File: src/rtl/inst_fetch.sv
// Instruction sequencer: host-loaded program memory stepped by a PC on start.
// Define INST_FETCH_PREFETCH_EN for back-to-back (1 word/cycle) issue.
module inst_fetch #(
  parameter int op_size = 4,
  parameter int param_a = 4,
  parameter int param_b = 4,
  parameter int depth   = 16,
  parameter int addr_w  = 4,
  parameter logic [op_size-1:0] halt_op = {op_size{1'b1}},
  localparam int code_size = op_size + param_a + param_b
) (
  input  logic                 clk,
  input  logic                 reset,
  input  logic                 load_en,
  input  logic [addr_w-1:0]    load_addr,
  input  logic [code_size-1:0] load_data,
  input  logic                 start,
  input  logic                 abort,
  output logic [code_size-1:0] code,
  output logic                 code_valid,
  input  logic                 code_ready,
  output logic [addr_w-1:0]    pc,
  output logic                 busy,
  output logic                 done
);

  typedef enum logic [1:0] {
    IDLE,
    FETCH,
    VALID,
    DONE
  } state_e;

  localparam logic [addr_w-1:0] last_pc = addr_w'(depth - 1);

  state_e               state_q, state_d;
  logic [code_size-1:0] code_q, code_d;
  logic [addr_w-1:0]    pc_q, pc_d;
  logic [code_size-1:0] mem_q [depth];

  logic mem_we;
  logic is_halt;
  logic at_end;

  assign mem_we  = (state_q == IDLE) && load_en;
  assign is_halt = code_q[code_size-1 -: op_size] == halt_op;
  assign at_end  = pc_q == last_pc;

  always_comb begin
    state_d    = state_q;
    code_d     = code_q;
    pc_d       = pc_q;
    code_valid = 1'b0;
    unique case (state_q)
      IDLE: begin
        if (start) begin
          pc_d    = '0;
          state_d = FETCH;
        end
      end
      FETCH: begin
        code_d  = mem_q[pc_q];
        state_d = VALID;
      end
      VALID: begin
        code_valid = !is_halt;
        if (is_halt) begin
          state_d = DONE;
        end else if (code_ready) begin
          if (at_end) begin
            state_d = DONE;
          end else begin
            pc_d = pc_q + addr_w'(1);
`ifdef INST_FETCH_PREFETCH_EN
            code_d = mem_q[pc_d];
`else
            state_d = FETCH;
`endif
          end
        end
      end
      DONE: begin
        state_d = IDLE;
      end
      default: begin
        state_d = IDLE;
      end
    endcase
    // abort wins over handshake and halt; no word is handed over
    if (abort && (state_q != IDLE)) begin
      state_d    = IDLE;
      code_d     = code_q;
      pc_d       = pc_q;
      code_valid = 1'b0;
    end
  end

  always_ff @(posedge clk) begin
    if (reset) begin
      state_q <= IDLE;
      code_q  <= '0;
      pc_q    <= '0;
    end else begin
      state_q <= state_d;
      code_q  <= code_d;
      pc_q    <= pc_d;
    end
  end

  always_ff @(posedge clk) begin
    if (mem_we) begin
      mem_q[load_addr] <= load_data;
    end
  end

  assign code = code_q;
  assign pc   = pc_q;
  assign busy = state_q != IDLE;
  assign done = state_q == DONE;

endmodule

File: config.mk
export PLATFORM = sky130hd
export DESIGN_NAME = inst_fetch
export DESIGN_NICKNAME = d
export VERILOG_FILES = /design/src/rtl/inst_fetch.sv
export SDC_FILE = /design/constraint.sdc
export NUM_CORES = 1
export LEC_CHECK = 0
export ABC_AREA = 0
export CAP_MARGIN = 10
export CORE_ASPECT_RATIO = 0.75
export CORE_MARGIN = 4
export CORE_UTILIZATION = 61
export DETAILED_ROUTE_END_ITERATION = 7
export PLACE_DENSITY = 0.88
export SYNTH_ARGS = -nofsm -noshare
export SYNTH_HDL_FRONTEND = slang
export SYNTH_SLANG_ARGS = --single-unit
File: constraint.sdc
create_clock -name clk -period 6.93 [get_ports clk]
set_input_delay 0.693 -clock clk [delete_from_list [all_inputs] [get_ports clk]]
set_output_delay 0.693 -clock clk [all_outputs]
set_load 0.01 [all_outputs]
**Word level (Yosys, flattened, before mapping)**

Memory sizes are Yosys's and may differ from the RTL's. A register that Yosys moved wholly into a read port is not among the register bits.
Index checks and enable logic that the tools add are counted.

- Register bits after elaboration: 6
- Logic and storage cells: 39
- Bits of input ports: 22
- Memories: 1
- Memory bits (writable): 192

- Reductions and logical operators: 10
- Eq/ne operators: 10
- Bitwise operators: 1
- $add $sub $neg: 1
- Multiplexer cells: 14

Memory list:

| memory | depth | width | read ports | clocked after Yosys merged registers in | write ports | RTL line | source |
|---|---|---|---|---|---|---|---|
| mem_q | 16 | 12 | 1 | 1 | 1 | 39 | `logic [code_size-1:0] mem_q [depth];` |

Operators by type and width:

| kind | count |
|---|---|
| $mux 4 | 4 |
| $eq 4x4->1 const B | 2 |
| $mux 2 | 4 |
| $ne 2x2->1 const B | 4 |
| $pmux 2 s4 | 1 |
| $pmux 4 s2 | 1 |
| $reduce_and 6->1 | 1 |
| $add 4x1->4 const B | 1 |
| $eq 2x2->1 const B | 2 |
| $mux 1 | 4 |
| $reduce_and 2->1 | 2 |
| $reduce_bool 2->1 | 2 |
| $ne 3x3->1 const B | 1 |
| $eq 2x1->1 const B | 1 |
| $logic_and 1x1->1 | 2 |
| $logic_not 2->1 | 1 |
| $reduce_or 2->1 | 1 |
| $logic_not 1->1 | 1 |
| $not 1->1 | 1 |

**Longest topological paths before layout**

- Word-level depth: 5
- Gate-level depth with buffers: 7

**Least setup slack after synthesis**

OpenSTA, ideal clock, no wires.

- Path kind: input port to flip-flop
- Start: input port load_addr[1]
- End: memory mem_q[0][0] (netlist name) (enable)
- Stages on the path: 2
- Buffers on the path: 0
- Setup slack: 4.543 ns
- Required time: 6.534 ns
- Arrival: 1.991 ns
- Path through: or3_1 nor3_1

RTL lines:

| element | RTL line | source |
|---|---|---|
| start: declaration | 15 | `input logic [addr_w-1:0] load_addr,` |
| end: declaration | 39 |  |

No word-level cell before the write port.

**Final worst setup path**

- Start: register pc_q[3], in the netlist pc[3]
- End: output port pc[3]

RTL lines:

| element | RTL line | source |
|---|---|---|
| start: declaration | 38 | `logic [addr_w-1:0] pc_q, pc_d;` |
| start signal: assignment | 106 | `pc_q <= pc_d;` |
| end: declaration | 22 | `output logic [addr_w-1:0] pc,` |

No word-level cell between the ends.

==> flow_summary.ini <==
[timing]
maxSlewViolCount = 0
whs_ns = 0.471
tns_ns = 0
maxSlewHeadroom = 0.164
fmax_mhz = 330
finalClockSkew_ns = 0.00940
hold_viol_final = 0
min_period_ns = 3.03
rsz0062_at_grt = no
worstMarginPinSlew_ns = 1.25
finalSetupViolations = 0
period_share = 0.437
worst_slack_ns = 3.90

[setup_path]
start_kind = flip-flop
crit_type = reg2out
critPathRequiredTime_ns = 6.24
worstPathArrival_ns = 2.34
path_buf_inv = 1
reg2regPathDepth = 4
path_cells = clkdlybuf4s50_1
cp.depth = 1
end_kind = output pin
cp_max_fo = 43
slowest_delay_ns = 1.12
r2r_setup_slack_ns = 4.14
cp_slowest_cell = dfxtp_2
cp_top_family = flip-flops

[min_path]
min_path_type = reg2reg
min_path_cells = 1

[floorplanning]
die_h_um = 108
core_um2 = 13100
num_rows = 36
die-area_um2 = 15300
start_util = 0.625
pin_count = 41
die_w_um = 142

[route]
drt-initial-drc-count = 443
vias = 4198
first_pass_iters = 5
wirelength_um = 17900
via_per_inst = 6.64
avgRoutedWirePerCell_um = 28.3
route.detailed.drc = 0
antenna_left = 0

[yosys]
synth.top_cell.area_share = 0.706
synth_warnings = 0
synth.most_common_cell = edfxtp_1
ys_seq_elements = 210
synth_common_cells = edfxtp_1 (192), mux4_2 (41), nor2_1 (39), mux2i_1 (24), dfxtp_1 (18)
yosysSeqAreaShare = 0.750
synth.avg_cell_area_um2 = 20.5
synth_edf_count = 192
yosys.cell_types.count = 33
synth-main-ff-cell = edfxtp_1
netlist.top_cell.by_area = edfxtp_1
postSynthCellCount = 398
synth_fp_nets = 421
synthesis.area_um2 = 8170
synthTopCellsByArea = edfxtp_1 (71%), mux4_2 (11%), dfxtp_1 (4.4%)
async_reset_ff_frac = 0

[clock_network]
cts_max_level = 1
ctsHoldBuffers = 0
cts_tree = done
clock_latency_ns = 0.49
post_cts_buffers = 0
clkSlewWorstSetupHoldPaths_ns = 0.06
cts_made_buffers = 20
cts_buffer_depth = 3
clock-root-buffer = clkbuf_16
cts_num_sinks = 210
cts_resized = 0

[layout]
fillerInstances = 778
area_delta_synth_final_pct = 14.8
drive_above_1_share = 0.189
seqCellArea_um2 = 6130
multi_input_area_um2 = 1900
num-nets-final = 470
antennaDiodeCount = 0

[grt]
grt_pass1_wl_um = 26900
grt_max_degree = 45
grt_pass1_vias = 4233
grt_antenna_before_repair = 0
grtUsageTotal = 0.242
grt.overflow.total = 0

[place]
pre_cts_ws_ns = 3.93
hpwl_um = 10600
place_congestion = 0.859
portBuffers = 40

[status]
status = finished clean

[pwr]
leakagePower_nw = 2.99
power_density_nw_per_um2 = 276
max-vdd-ir-drop_mv = 0.235
total_power_w = 0.00259

[flow_run]
drv_cap = 0
## cell type report
| cell class | instances | share of cell area |
|---|---|---|
| sequential | 210 | 0.654 |
| multi-input combinational | 167 | 0.203 |
| clock buffer | 23 | 0.0579 |
| timing repair buffer | 46 | 0.0491 |
| tap | 171 | 0.0228 |
| clock inverter | 13 | 0.0123 |
| inverter | 2 | 0.000801 |
## registers in the layout (all words and copies together) (netlist names)
signal and flops:
mem_q 192, state_q 2, pc 4, code 12
## layer usage
layer | track usage | part of all wire | up-vias | wire length [um]
li1 | - | - | 1736 | -
met2 | 0.374 | 0.46 | 281 | 8310
met1 | 0.340 | 0.39 | 2132 | 7010
met3 | 0.0738 | 0.12 | 49 | 2080
met4 | 0.0712 | 0.029 | 0 | 520
met5 | 0 | 0 | - | 0
## per-stage QoR
stage	instance area, um^2	instances	util
after floorplan	8170	398	-
after global placement	8670	592	0.664
after detailed placement	8670	592	0.664
after CTS	9330	628	0.714
after global routing	9370	632	0.718
final	9370	632	0.718
## power by group
group	switching [W]	internal (W)	total (W)
combinational	0.0000611	0.0000372	0.0000983
sequential	0.00000663	0.00140	0.00141
clock	0.000451	0.000638	0.00109
total	0.000518	0.00207	0.00259
## cell usage in the layout (no fill, tap or decap)
cell type / n
a211o_1: 12
a21o_1: 1
a21oi_1: 6
a311oi_1: 1
a41oi_2: 1
and2_1: 1
and2b_1: 1
and3b_1: 1
buf_4: 2
buf_6: 4
bufinv_16: 2
clkbuf_1: 1
clkbuf_16: 21
clkbuf_8: 1
clkdlybuf4s50_1: 40
clkinv_1: 3
clkinv_2: 7
dfxtp_1: 15
dfxtp_2: 3
edfxtp_1: 192
ha_1: 1
inv_1: 2
inv_6: 1
mux2i_1: 24
mux4_1: 7
mux4_2: 41
nand2_1: 2
nand2b_1: 5
nand3_1: 2
nand4_1: 3
nand4b_1: 2
nor2_1: 39
nor2b_1: 1
nor3_1: 2
nor3_2: 4
o21ai_0: 3
o31ai_1: 1
or3_1: 3
or4_1: 2
or4b_1: 1
## path summary, 6_finish.rpt
path	start	endpoint
worst min register to register	code[7]	code[7]
worst min-delay path	code[7]	code[7]
worst max-delay path	pc[3]	pc[3]
worst max register to register	state_q[0]	mem_q[12][0]
## cell families (layout without fill, tap and decap cells)
family	after synthesis	in the layout	share of synthesized area
and+or+nand+nor	69	69	0.0409
buffers and inverters	21	84	0.0192
adders and majority gates	1	1	0.00153
muxes	72	72	0.165
AOI/OAI and AO/OA	25	25	0.0233
DFF	210	210	0.750
(Power assumes the default switching activity.)
